**src/rtl/pll_lock_sequencer.sv**
```systemverilog
// -----------------------------------------------------------------------------
// pll_lock_sequencer
//
// Purpose:
//   Brings up the board PLL from the 25 MHz reference domain. It holds the
//   PLL in reset, waits for LOCK, qualifies LOCK over a stable window and only
//   then releases a clean synchronous system reset downstream. In the running
//   state it accepts new phase (PSDA) and duty (DUTYDA) codes through a
//   valid/ready handshake, then blocks further changes for a settle window.
//   Any loss of lock after the first qualification restarts the whole sequence
//   and bumps a saturating re-lock counter.
//
// Optional feature (compile-time macro PLLSEQ_LOCK_TIMEOUT_EN):
//   Defined   : WAIT_LOCK gives up after LOCK_TIMEOUT cycles, re-resets the PLL
//               and counts the attempt in relock_cnt.
//   Undefined : WAIT_LOCK waits for lock indefinitely.
//
// Ports:
//   clkin       in   reference clock, all logic on the rising edge
//   reset       in   synchronous active-high reset
//   pll_lock    in   raw asynchronous PLL LOCK
//   pll_reset   out  PLL RESET
//   pll_psda    out  PLL dynamic phase code
//   pll_dutyda  out  PLL dynamic duty code
//   sys_rst     out  synchronous active-high reset for downstream logic
//   locked      out  qualified lock status
//   cfg_valid   in   configuration request
//   cfg_ready   out  configuration accept (high only while running)
//   cfg_psda    in   requested phase code
//   cfg_dutyda  in   requested duty code
//   relock_cnt  out  saturating count of re-lock attempts
// -----------------------------------------------------------------------------
module pll_lock_sequencer #(
    parameter int unsigned RST_CYCLES    = 16,
    parameter int unsigned LOCK_TIMEOUT  = 4096,
    parameter int unsigned STABLE_CYCLES = 256,
    parameter int unsigned SETTLE_CYCLES = 64,
    parameter logic [3:0]  PSDA_INIT     = 4'b0000,
    parameter logic [3:0]  DUTYDA_INIT   = 4'b1000
) (
    input  logic       clkin,
    input  logic       reset,
    input  logic       pll_lock,
    output logic       pll_reset,
    output logic [3:0] pll_psda,
    output logic [3:0] pll_dutyda,
    output logic       sys_rst,
    output logic       locked,
    input  logic       cfg_valid,
    output logic       cfg_ready,
    input  logic [3:0] cfg_psda,
    input  logic [3:0] cfg_dutyda,
    output logic [7:0] relock_cnt
);

    typedef enum logic [2:0] {
        RESET_HOLD,
        WAIT_LOCK,
        STABLE,
        RUN,
        CFG_SETTLE
    } state_e;

    localparam logic [15:0] RST_LAST     = 16'(RST_CYCLES - 1);
    localparam logic [15:0] TIMEOUT_LAST = 16'(LOCK_TIMEOUT - 1);
    localparam logic [15:0] STABLE_LAST  = 16'(STABLE_CYCLES - 1);
    localparam logic [15:0] SETTLE_LAST  = 16'(SETTLE_CYCLES - 1);

    state_e      state_q, state_d;
    logic [15:0] cnt_q, cnt_d;
    logic        lock_meta_q, lock_s_q;
    logic [3:0]  psda_q, psda_d;
    logic [3:0]  dutyda_q, dutyda_d;
    logic [7:0]  relock_q, relock_d;
    logic        pll_reset_q, pll_reset_d;
    logic        sys_rst_q, sys_rst_d;
    logic        locked_q, locked_d;
    logic        cfg_ready_q, cfg_ready_d;
    logic        relock_evt;

    always_comb begin
        // NOTE: every _d gets a default before the case so no path leaves a
        // variable unassigned; that is what keeps this block latch-free.
        state_d    = state_q;
        cnt_d      = cnt_q + 16'd1;
        psda_d     = psda_q;
        dutyda_d   = dutyda_q;
        relock_evt = 1'b0;

        unique case (state_q)
            RESET_HOLD: begin
                if (cnt_q == RST_LAST) state_d = WAIT_LOCK;
            end
            WAIT_LOCK: begin
                if (lock_s_q) begin
                    state_d = STABLE;
                end
`ifdef PLLSEQ_LOCK_TIMEOUT_EN
                else if (cnt_q == TIMEOUT_LAST) begin
                    state_d    = RESET_HOLD;
                    relock_evt = 1'b1;
                end
`else
                // No retry: park the counter instead of letting it wrap.
                else if (cnt_q == TIMEOUT_LAST) begin
                    cnt_d = cnt_q;
                end
`endif
            end
            STABLE: begin
                // A dropout restarts qualification but is not a re-lock.
                if (!lock_s_q)                  state_d = WAIT_LOCK;
                else if (cnt_q == STABLE_LAST)  state_d = RUN;
            end
            RUN: begin
                // Lock loss outranks a pending configuration request.
                if (!lock_s_q) begin
                    state_d    = RESET_HOLD;
                    relock_evt = 1'b1;
                end else if (cfg_valid && cfg_ready_q) begin
                    state_d  = CFG_SETTLE;
                    psda_d   = cfg_psda;
                    dutyda_d = cfg_dutyda;
                end
            end
            CFG_SETTLE: begin
                if (!lock_s_q) begin
                    state_d    = RESET_HOLD;
                    relock_evt = 1'b1;
                end else if (cnt_q == SETTLE_LAST) begin
                    state_d = RUN;
                end
            end
            default: state_d = RESET_HOLD;
        endcase

        if (state_d != state_q) cnt_d = '0;

        relock_d = (relock_evt && relock_q != 8'hFF) ? relock_q + 8'd1 : relock_q;

        // Outputs are decoded from the next state and registered, so they
        // change on the same edge as the state and never glitch.
        pll_reset_d = (state_d == RESET_HOLD);
        sys_rst_d   = (state_d inside {RESET_HOLD, WAIT_LOCK, STABLE});
        locked_d    = (state_d inside {RUN, CFG_SETTLE});
        cfg_ready_d = (state_d == RUN);
    end

    always_ff @(posedge clkin) begin
        // NOTE: non-blocking assignments for all state so every flop samples
        // the pre-edge values regardless of statement order.
        if (reset) begin
            state_q     <= RESET_HOLD;
            cnt_q       <= '0;
            lock_meta_q <= 1'b0;
            lock_s_q    <= 1'b0;
            psda_q      <= PSDA_INIT;
            dutyda_q    <= DUTYDA_INIT;
            relock_q    <= '0;
            pll_reset_q <= 1'b1;
            sys_rst_q   <= 1'b1;
            locked_q    <= 1'b0;
            cfg_ready_q <= 1'b0;
        end else begin
            state_q     <= state_d;
            cnt_q       <= cnt_d;
            lock_meta_q <= pll_lock;
            lock_s_q    <= lock_meta_q;
            psda_q      <= psda_d;
            dutyda_q    <= dutyda_d;
            relock_q    <= relock_d;
            pll_reset_q <= pll_reset_d;
            sys_rst_q   <= sys_rst_d;
            locked_q    <= locked_d;
            cfg_ready_q <= cfg_ready_d;
        end
    end

    assign pll_reset  = pll_reset_q;
    assign pll_psda   = psda_q;
    assign pll_dutyda = dutyda_q;
    assign sys_rst    = sys_rst_q;
    assign locked     = locked_q;
    assign cfg_ready  = cfg_ready_q;
    assign relock_cnt = relock_q;

endmodule
```
**config.mk**
```make
export PLATFORM = sky130hd
export DESIGN_NAME = pll_lock_sequencer
export DESIGN_NICKNAME = d
export VERILOG_FILES = /design/src/rtl/pll_lock_sequencer.sv
export SDC_FILE = /design/constraint.sdc
export NUM_CORES = 1
export LEC_CHECK = 0
export BUFFER_PORTS_ARGS = -buffer_cell sky130_fd_sc_hd__buf_2
export CAP_MARGIN = 10
export CORE_AREA = 2 2 83 85
export DETAILED_ROUTE_END_ITERATION = 12
export DIE_AREA = 0 0 85 87
export GPL_TIMING_DRIVEN = 0
export HOLD_SLACK_MARGIN = 0.15
export PLACE_DENSITY = 0.55
export SLEW_MARGIN = 20
export SYNTH_ARGS = -nofsm -noshare
export SYNTH_HDL_FRONTEND = slang
export SYNTH_SLANG_ARGS = --single-unit
```
**constraint.sdc**
```tcl
create_clock -name clkin -period 2.1 [get_ports clkin]
set_clock_uncertainty 0.15 [all_clocks]
set_input_delay 0.105 -clock clkin [delete_from_list [all_inputs] [get_ports clkin]]
set_output_delay 0.105 -clock clkin [all_outputs]
set_load 0.02 [all_outputs]
```
After elaboration in Yosys (flattened, before gate mapping)
Cells that the tools add are included.

Equality and inequality tests: 15. $lt $le $gt $ge: 0. Reductions and logical operators: 9. Add/subtract/negate cells: 2. Shifts and indexed selects: 0. Bitwise logic cells: 0. Multiply operators: 0. Mux-type cells: 14. Divide/modulo/power cells: 0.

Operators by type and width (count): 16-bit 2-to-1 mux (3); 3-bit 2-to-1 mux (8); 16-bit by 1-bit adder with 16-bit output (second input constant) (1); 16-bit by 12-bit == test with 1-bit output (second input constant) (1); 16-bit by 4-bit == test with 1-bit output (second input constant) (1); 16-bit by 6-bit == test with 1-bit output (second input constant) (1); 16-bit by 8-bit == test with 1-bit output (second input constant) (1); 3-bit case mux with 5 select lines (1); 3-bit by 2-bit == test with 1-bit output (second input constant) (4); 8-bit by 1-bit adder with 8-bit output (second input constant) (1); 8-bit inequality test (second input constant) (1); 3-bit by 1-bit == test with 1-bit output (second input constant) (2); 3-bit == test (second input constant) (2); 3-bit logical NOT (2); 2-bit OR reduction (2); 3-bit inequality test (1); 3-bit inequality test (second input constant) (1); 3-bit AND reduction (1); 3-bit nonzero test (1); 1-bit logical AND (2); 1-bit 2-to-1 mux (2); 2-bit nonzero test (1).

Input port bits: 12. Bits in latches: 0. Bits in read-only memories: 0. RAM bits: 0. Output and inout bits: 20. Logic and storage cells: 51. Memories: 0. Register bits: 41.

Depth between registers and ports, before layout
Gate-level depths: netlist (run 1).

Depth in word-level cells: 6. Gate-level depth with buffers: 7. Depth with buffers taken out: 7.

Worst setup path after synthesis (run 1)
Ideal clock, no wire load.

Kind: register -> register. Start: reg cnt_q[5]. End: reg cnt_q[0]. Stages on the path, launching flop included: 6. Path slack: 0.283 ns. Clock period less this slack: 1.817 ns. Arrival time: 1.542 ns. Buffers on the path: 0. Required time: 1.825 ns. Setup time: 0.125 ns. Cell sequence: dfxtp_1 -> or4_1 -> o22ai_2 -> a32oi_2 -> a32oi_4 -> nor2_1.

Word-level cells in the longest chain between the ends: 6. Elaborated cells between the ends (all ways): 13. Those cells by class: eq/ne: 6; mux: 6; reduce/logical: 1.

RTL lines: start: declaration (RTL line 70) `logic [15:0] cnt_q, cnt_d;`; start signal: assignment (RTL line 166) `cnt_q <= cnt_d;`; 16-bit by 6-bit == test with 1-bit output / 16-bit by 8-bit == test with 1-bit output (equally long branches) (RTL line 130, 113); 3-bit 2-to-1 mux (on tied branches) (RTL line 130, 113); 3-bit 2-to-1 mux (on tied branches) (RTL line 127, 112); 3-bit case mux with 5 select lines (RTL line 90) `unique case (state_q)`; 3-bit inequality test (RTL line 137) `if (state_d != state_q) cnt_d = '0;`; 2-bit OR reduction (no source line).

Several ways; a longest one is shown, not always the timed one. A chain may end at the register's enable or synchronous reset.

Final worst setup path (run 1)
Start: reg cnt_q[9]. End: reg sys_rst_q (netlist: sys_rst).

Word-level cells in the longest chain between the ends: 6. Elaborated cells between the ends (all ways): 13. Those cells by class: eq/ne: 5; mux: 6; reduce/logical: 2.

RTL lines: 16-bit by 6-bit == test with 1-bit output / 16-bit by 8-bit == test with 1-bit output (equally long branches) (RTL line 130, 113); 3-bit 2-to-1 mux (on tied branches) (RTL line 130, 113); 3-bit 2-to-1 mux (on tied branches) (RTL line 127, 112); 3-bit case mux with 5 select lines (*) (RTL line 90); 3-bit by 1-bit == test with 1-bit output, or another cell as far along (RTL line 144) `sys_rst_d = (state_d inside {RESET_HOLD, WAIT_LOCK, STABLE});`; 3-bit nonzero test (*) (RTL line 144); end signal: assignment (RTL line 173) `sys_rst_q <= sys_rst_d;`; end: declaration (RTL line 76) `logic sys_rst_q, sys_rst_d;`.

Mark *: on every way between the ends. The rest lies on a longest branch, timed or not.

==> results of run 1 <==
-- registers in the layout, indices dropped and copies added (netlist names) --
signal / count
cnt_q: 16
relock_cnt: 8
pll_dutyda: 4
pll_psda: 4
state_q: 3
cfg_ready: 1
lock_meta_q: 1
lock_s_q: 1
locked: 1
pll_reset: 1
sys_rst: 1
-- power groups by stage --
stage                     registers, W  logic (W)  clock network, W
after global routing          0.000791  0.0000685          0.000573
after detailed placement      0.000808  0.0000467                 0
after floorplan               0.000807  0.0000285                 0
final                         0.000790  0.0000611          0.000535
after CTS                     0.000790  0.0000612          0.000555
after global placement        0.000808  0.0000472                 0
-- worst max-delay path, delay by kind of cell, from the launching register on --
| kind | cells | cell delay, ns |
|---|---|---|
| AOI/OAI and AO/OA | 2 | 0.28 |
| and+or+nand+nor | 3 | 1.06 |
| DFF | 1 | 0.39 |
-- cells by family (layout without fill, tap and decap cells) --
family | after synthesis | after routing | synth area share, %
flip-flops | 41 | 41 | 43.0
XOR/XNOR | 20 | 20 | 9.18
multiplexers | 2 | 2 | 1.05
AO/OA/AOI/OAI | 37 | 37 | 14.4
buffers and inverters | 12 | 59 | 2.62
adder cells (fa/ha/maj) | 2 | 2 | 1.31
AND/OR/NAND/NOR | 105 | 105 | 28.4
-- cell type report --
cell class,instances,area share (%)
Buffer,8,1.46
Clock buffer,6,3.44
Clock inverter,1,0.313
Inverter,3,0.469
Multi-Input combinational cell,166,45.2
Sequential cell,41,34.3
Tap cell,80,4.17
Timing Repair Buffer,41,10.6
-- what timing repair did --
action / in CTS / in global routing
gates resized for setup: 0 / 10
setup endpoints to repair: 0 / 19
hold endpoints to repair: 15 / 0
hold buffers: 10 / 0
-- per-stage QoR --
stage	util [%]	setup WS [ns]	hold WS, ns	TNS (ns)	total power, W
final	36.5	0.129	0.293	0	0.00139
after global placement	32.9	0.0440	0.168	0	0.000855
after floorplan	-	0.283	0.0793	0	0.000835
after global routing	36.5	-0.0406	0.315	-0.0816	0.00143
after CTS	35.8	0.00701	0.297	0	0.00141
after detailed placement	32.9	0.0267	0.172	0	0.000855
-- layout by cell type, fill, tap and decap left out, drive strengths merged, types with 2 or more instances in the layout --
cell type     n
nor4          2
xor2         16
nand2        25
and4          3
o22ai         3
o211ai        3
a211oi        2
and3          9
nor2         33
mux2i         2
nor2b         4
a31oi         4
nand3         6
o21bai        3
o21ai         5
dfxtp        41
and2          3
clkbuf       10
ha            2
dlygate4sd3  10
inv           3
a32oi         2
xnor2         4
nand4        10
buf          35
a21oi        10
nand2b        2
-- how the worst max path moves through the flow --
stage | from | endpoint | slack (ns)
after floorplan | cnt_q[5] | cnt_q[0] | 0.28
after global placement | cnt_q[0] | cnt_q[1] | 0.04
after detailed placement | cnt_q[0] | cnt_q[1] | 0.03
after CTS | cnt_q[0] | cnt_q[1] | 0.007
after global routing | state_q[1] | cnt_q[7] | -0.04
final | cnt_q[9] | sys_rst | 0.13
-- routing by layer --
layer	wire, um	share of wire [%]
met1	1940	46
met2	2080	49
met3	175	4.1
met4	56	1.3
met5	0	0
-- synth_stat cells, types with 2 or more instances --
cell / n / area share (%)
a21oi_1: 10 / 2.6
xnor2_1: 4 / 1.8
mux2i_1: 2 / 1.0
a31oi_1: 4 / 1.3
nand2_1: 25 / 4.9
o21ai_1: 2 / 0.52
ha_1: 2 / 1.3
a211oi_1: 2 / 0.79
o21bai_1: 3 / 1.2
o211ai_1: 3 / 1.2
xor2_1: 16 / 7.3
o21ai_0: 3 / 0.79
nand2b_1: 2 / 0.66
and4_1: 3 / 1.4
o22ai_1: 2 / 0.66
and2_1: 3 / 0.98
nor2_1: 32 / 6.3
nand3_1: 6 / 1.6
clkbuf_1: 5 / 0.98
inv_1: 2 / 0.39
nand4_1: 9 / 3.0
nor2b_1: 4 / 1.3
buf_2: 4 / 1.0
dfxtp_1: 41 / 43
and3_1: 9 / 3.0
==> flow_summary.yaml, run 1 <==
outcome:
  status: "finished, final reports clean"
detailed_routing:
  wl_per_cell_um: 12.3
  antenna_left: 0
  drc: 0
  dr.pass1.iters: 4
  num_vias: 1652
  vias_per_cell: 4.77
  drt-total-wl_um: 4250
  drtIter0Drc: 44
hold_path:
  hold_path_depth: 1
  hold_end: "lock_s_q"
  hp-start: "lock_meta_q"
  holdCritPathClass: "reg -> reg"
layout:
  final_layout_size_suffix_gt1_share_pct: 21.4
  fin_nets: 280
  multiInputGateArea_um2: 1080
  fill_cells: 670
  fin_cells: 346
  regArea_um2: 823
  area_growth_pct: 25.7
  diodes: 0
  fin_area_um2: 2400
die:
  die_y_um: 87
  fp-row-count: 30
  die_x_um: 85
  core_um2: 6570
  io_pins: 32
  dieArea_um2: 7400
  start_util_pct: 29.0
logic_synthesis:
  synth_cell_types: 46
  synth_edf_count: 0
  synthArstFlopShare_pct: 0
  syn-num-nets: 233
  syn-cell-area_um2: 1910
  ys.flop_type: "dfxtp_1"
  synth.ff_latch_count: 41
  yosys_warnings: 0
  syn_avg_cell_area_um2: 8.71
  synthCells: 219
  synth-seq-area-share_pct: 43.0
clock_network:
  cts_max_level: 2
  cts_tree: "yes"
  cts.sinks: 41
  clkTransAtPathRegs_ns: 0.08
  cts_root_buf: "clkbuf_8"
  clockBufferDepth: 2
  postCtsSetupBuffers: 0
  cts_buffers: 5
  clock_latency_ns: 0.30
setup_path:
  crit_fanout: 6
  max_stage_delay_ns: 0.40
  cp_data_required_time_ns: 2.15
  r2r_slack_ns: 0.13
  rr_worst_depth: 5
  r2r_start: "cnt_q[9]"
  worst-endpoint-arrival_ns: 2.02
  startpoint_type: "flip-flop"
  criticalPathCategory: "reg -> reg"
  end_kind: "flip-flop"
  r2r_end: "sys_rst"
  crit_chain: "nor4_1 > and4_1 > a21oi_1 > or3_1 > o21ba_1"
  cpMaxStageDelayCell: "or3_1"
global_routing:
  met3_usage_pct: 3.22
  grt_max_degree: 13
  grt_pass1_wl_um: 7090
  met1_usage_pct: 14.9
  grt_pass1_vias: 1557
  grt_antenna_before_repair: 0
  busiest_layer: "met2"
  grt_use_total_pct: 11.8
  grt-ovfl-total: 0
  use_met2_pct: 19.6
sta:
  timing.fmax_ghz: 0.507
  hold_violations: 0
  fin_crit_ns: 1.97
  worstMarginPinSlew_ns: 0.449
  final-setup-viol-count: 0
  slew_violations: 0
  max_slew_margin_pct: 70.1
  final.period_utilization_pct: 93.8
pwr:
  pwr-share-seq_pct: 57.0
  p_sw_w: 0.000309
  p_clk_share_pct: 38.6
  p_leak_nw: 0.962
  peakVddDrop_mv: 0.352
  combPwrFrac_pct: 4.4
  switching_share_pct: 22.3
  p_int_w: 0.00108
  power_per_cell_area_nw_per_um2: 578
placement:
  numPortBuffers: 31
  place_area_um2: 2160
  dpl.hpwl_um: 2880
  place.gp.congestion: 0.781
  place_inst: 330
flow_run:
  drv_cap: 0
Power figures use the tool's default switching activity.
==> inputs of run 2 (changes only) <==
- CORE_AREA: 2 2 83 85 -> 2 2 62 64
- DIE_AREA: 0 0 85 87 -> 0 0 64 66
- PLACE_DENSITY: 0.55 -> 0.77
==> run 2 against run 1 <==
Fmax is 0.26% lower. Sequential power hardly changed. Worst setup slack worse by 0.0052 ns. Critical path type unchanged. Largest cell class unchanged. Largest power group unchanged.
==> flow_summary.yaml, run 2 (synthesis results as in run 1) <==
setup_path:
  criticalPathCategory: "reg -> reg"
  max_stage_delay_ns: 0.53
  cp_data_required_time_ns: 2.19
  cpMaxStageDelayCell: "or4_1"
  r2r_slack_ns: 0.12
  end_kind: "flip-flop"
  startpoint_type: "flip-flop"
  rr_worst_depth: 5
  r2r_start: "cnt_q[5]"
  r2r_end: "cnt_q[3]"
  crit_fanout: 8
  worst-endpoint-arrival_ns: 2.07
  crit_path_frequent_cell: "a32oi_4"
  critPathLaunch: "cnt_q[5]"
  crit_chain: "or4_1 > o22ai_2 > a32oi_4 > a32oi_4 > nor2_1"
clock_network:
  cts_root_buf: "clkbuf_4"
  cts_max_level: 2
  clock_latency_ns: 0.35
  cts_tree: "yes"
  postCtsSetupBuffers: 0
  cts.sinks: 41
  cts_buffers: 5
  clkTransAtPathRegs_ns: 0.12
  clockBufferDepth: 2
global_routing:
  grt_max_degree: 13
  grt_pass1_vias: 1550
  grt-ovfl-total: 0
  grt_use_total_pct: 20.8
  grt_pass1_wl_um: 6840
  grt_antenna_before_repair: 0
layout:
  fin_cells: 316
  fill_cells: 297
  diodes: 0
  area_growth_pct: 23.2
  largest_register_ffs: 16
  regArea_um2: 825
  top_register: "cnt_q"
  final_layout_size_suffix_gt1_share_pct: 22.0
  fin_nets: 281
  mostFrequentLayoutCells: "dfxtp_1 (38), buf_2 (35), nor2_1 (32)"
  layout_commonest_cell: "dfxtp_1"
  multiInputGateArea_um2: 1080
die:
  io_pins: 32
  core_um2: 3550
  die_x_um: 64
  dieArea_um2: 4220
  fp-row-count: 22
  start_util_pct: 53.7
  die_y_um: 66
hold_path:
  holdCritPathClass: "in -> reg"
  hold_path_depth: 5
  hold_end: "cnt_q[15]"
  hp-start: "cfg_valid"
pwr:
  p_leak_nw: 0.962
  power_per_cell_area_nw_per_um2: 552
  peakVddDrop_mv: 0.378
  finalPower_w: 0.00130
detailed_routing:
  dr.pass1.iters: 4
  drtIter0Drc: 93
  antenna_left: 0
  dr_wl_met2_um: 2100
  wl_met1_um: 1810
  vias_per_cell: 5.31
  highest-signal-layer: "met4"
  drc: 0
  drt-total-wl_um: 4100
  wl_met3_um: 143
  wl_per_cell_um: 13.0
  num_vias: 1678
sta:
  final-setup-viol-count: 0
  worstMarginPinSlew_ns: 0.449
  final.period_utilization_pct: 94.1
  fin_crit_ns: 1.98
  max_slew_margin_pct: 70.0
  setup_tns_ns: 0
  timing.fmax_ghz: 0.506
  hold_violations: 0
  fin_hold_ws_ns: 0.280
  slew_violations: 0
flow_run:
  drv_cap: 0
outcome:
  status: "finished, final reports clean"
placement:
  numPortBuffers: 31
  place_inst: 298
  dpl.hpwl_um: 2680
  place.gp.congestion: 0.847
-- run 2: repair_timing --
item | CTS | global route
hold endpoints to repair | 17 | 0
resized for setup | 0 | 12
hold buffers | 11 | 0
endpoints found under the setup margin | 0 | 19
-- run 2: cell type report --
type | count | share of cell area, %
plain buffers | 8 | 1.49
clock buffers | 7 | 2.77
clock inverters | 1 | 0.213
inverters | 3 | 0.479
multi-input cells | 166 | 46.1
flip-flops and latches | 41 | 35.1
well taps | 48 | 2.55
repair buffers | 42 | 11.3
-- run 2: metrics by stage --
step	instance area [um2]	worst slack, ns	utilization [%]
4_1_cts	2300	0.0386	64.9
2_1_floorplan	1910	0.283	-
3_3_place_gp	2120	0.0770	59.8
6_report	2350	0.124	66.2
3_5_place_dp	2120	0.0576	59.8
5_1_grt	2350	-0.00137	66.2
-- run 2: where the power goes --
group / internal (W) / total (W) / switching, W
sequential: 0.000785 / 0.000791 / 0.00000605
combinational: 0.0000336 / 0.0000625 / 0.0000289
clock: 0.000194 / 0.000444 / 0.000250
-- run 2: worst max-delay path, delay by kind of cell (launching register included) --
family,cells,cell delay [ns]
AND/OR/NAND/NOR,2,0.62
AO/OA/AOI/OAI,3,0.72
flip-flops,1,0.38
-- run 2: worst max-delay path by stage --
stage               cells past startpoint  endpoint  slack, ns
detailed placement                      6  cnt_q[3]       0.06
floorplan                               5  cnt_q[0]       0.28
global route                            5  cnt_q[8]     -0.001
CTS                                     5  cnt_q[3]       0.04
finish                                  5  cnt_q[3]       0.12
global placement                        6  cnt_q[1]       0.08
-- run 2: per-layer routing --
| metal | global-route usage (%) | vias up |
|---|---|---|
| met5 | 0 | - |
| met4 | 8.97 | 0 |
| met3 | 5.45 | 4 |
| met2 | 36.1 | 35 |
| met1 | 24.2 | 779 |
| li1 | - | 860 |
==> inputs of run 3 (changes only) <==
- CORE_AREA: 2 2 62 64 -> 2 2 65 67
- DIE_AREA: 0 0 64 66 -> 0 0 67 69
- PLACE_DENSITY: 0.77 -> 0.74
- clock period: 2.1 -> 1.7 ns (I/O delays scaled with it)
==> run 3 against run 2 <==
The flow now finishes with violations (setup timing). Worst hold slack got worse by 0.030 ns. Clock power rose by 84%. Fmax is 1.6% higher. Via count grew 9.9%. Utilization up 2.5 points. Sequential power grew 24%. Highest routed layer unchanged.
==> flow_summary.yaml, run 3 (synthesis results as in run 1) <==
die:
  dieArea_um2: 4620
  io_pins: 32
  fp-row-count: 23
  die_x_um: 67
  core_um2: 3910
  start_util_pct: 48.8
  die_y_um: 69
placement:
  place_inst: 300
  place_area_um2: 2170
  place.gp.congestion: 0.857
  numPortBuffers: 31
  dpl.hpwl_um: 2800
  dp_slack_ns: -0.257
layout:
  fill_cells: 295
  largest_register_ffs: 16
  mostFrequentLayoutCells: "buf_2 (31), nor2_1 (29), dfxtp_1 (28)"
  top_register: "cnt_q"
  area_growth_pct: 41.0
  final_layout_size_suffix_gt1_share_pct: 36.7
  fin_cells: 325
  diodes: 0
  fin_area_um2: 2690
  fin_nets: 288
  layout_commonest_cell: "buf_2"
detailed_routing:
  wl_met3_um: 249
  wl_met1_um: 2170
  dr_wl_met2_um: 2640
  drtIter0Drc: 133
  drt-total-wl_um: 5230
  antenna_left: 0
  dr.pass1.iters: 4
  highest-signal-layer: "met4"
  wl_per_cell_um: 16.1
  vias_per_cell: 5.67
  num_vias: 1844
  drc: 0
sta:
  hold_violations: 0
  max_slew_margin_pct: 68.3
  fin_hold_ws_ns: 0.249
  worst_slack_ns: -0.244
  rsz0062_at_grt: "true"
  slew_violations: 0
  final-setup-viol-count: 21
  final.period_utilization_pct: 114
  worstMarginPinSlew_ns: 0.476
  fin_crit_ns: 1.94
  timing.fmax_ghz: 0.514
  setup_tns_ns: -2.60
clock_network:
  cts_root_buf: "clkbuf_8"
  clockBufferDepth: 2
  cts_max_level: 2
  clock_latency_ns: 0.29
  cts_buffers: 5
  clkTransAtPathRegs_ns: 0.08
  cts_tree: "yes"
  cts.sinks: 41
setup_path:
  r2r_start: "cnt_q[4]"
  worst-endpoint-arrival_ns: 1.96
  end_kind: "flip-flop"
  cp-endpoint: "cnt_q[0]"
  r2r_slack_ns: -0.24
  startpoint_type: "flip-flop"
  r2r_end: "cnt_q[0]"
  criticalPathCategory: "reg -> reg"
  cp_data_required_time_ns: 1.72
  rr_worst_depth: 5
  critPathLaunch: "cnt_q[4]"
  crit_fanout: 7
global_routing:
  grt_pass1_vias: 1665
  grt_antenna_before_repair: 0
  grt_max_degree: 14
  grt-ovfl-total: 0
  grt_use_total_pct: 21.7
  grt_pass1_wl_um: 7820
pwr:
  p_leak_nw: 1.06
  peakVddDrop_mv: 0.475
  power_per_cell_area_nw_per_um2: 701
flow_run:
  drv_cap: 0
outcome:
  violations: "setup timing"
  status: "complete, but fails checks"
hold_path:
  holdCritPathClass: "in -> reg"
  hold_path_depth: 5
-- run 3: cell count changes in the layout (fill, tap and decap cells not counted), moves of 3 or more --
cell	previous run	this run
buf_2	35	31
buf_4	0	9
buf_6	0	3
clkbuf_1	4	1
clkbuf_4	5	0
clkbuf_8	2	6
dfxtp_1	38	28
dfxtp_2	3	9
dfxtp_4	0	4
nor2_1	32	29
-- run 3: routing by layer --
metal | vias up | GRT usage (%)
li1 | 879 | -
met1 | 881 | 26.1
met5 | - | 0
met2 | 61 | 36.3
met4 | 0 | 8.16
met3 | 23 | 5.71
-- run 3: timing repair --
item / CTS / global route
cloned: 0 / 2
endpoints found under the setup margin: 36 / 38
pin swaps: 9 / 17
hold buffers: 10 / 0
resized for setup: 22 / 33
endpoints found under the hold margin: 17 / 0
buffers inserted: 6 / 4
-- run 3: critical path, stage by stage (launching register included) --
cell	delay [ns]
dfxtp_4	0.36
or4_4	0.52
o22ai_4	0.15
a32oi_4	0.15
a32oi_4	0.39
nor2_1	0.09
-- run 3: where the power goes --
part           internal [W]  switching (W)   total, W
Combinational     0.0000470      0.0000429  0.0000899
Clock              0.000477       0.000341   0.000818
Sequential         0.000965      0.0000133   0.000979
-- run 3: layout make-up --
type                       count  area [um2]  area share (%)
buffer                         4        31.3            1.16
clock inverter                 2        37.5            1.40
clock buffer                   6        82.6            3.07
timing repair buffer          51         334            12.4
inverter                       3        11.3           0.419
sequential                    41         847            31.5
multi-input combinational    168        1280            47.7
tap                           50        62.6            2.33
-- run 3: stage by stage --
| stage | total power [W] | util, % |
|---|---|---|
| 3_5_place_dp | 0.00106 | 55.3 |
| 5_1_grt | 0.00195 | 68.7 |
| 6_report | 0.00189 | 68.7 |
| 3_3_place_gp | 0.00106 | 55.3 |
| 2_1_floorplan | 0.00104 | - |
| 4_1_cts | 0.00189 | 64.1 |
-- run 3: how the worst min path moves through the flow --
stage | from | slack, ns | endpoint
after global routing | cfg_valid | 0.26 | cnt_q[10]
after detailed placement | cfg_dutyda[3] | 0.16 | pll_dutyda[3]
final | cfg_valid | 0.25 | cnt_q[10]
after floorplan | cfg_dutyda[3] | 0.06 | pll_dutyda[3]
after global placement | cfg_dutyda[3] | 0.15 | pll_dutyda[3]
after CTS | cfg_valid | 0.26 | cnt_q[9]
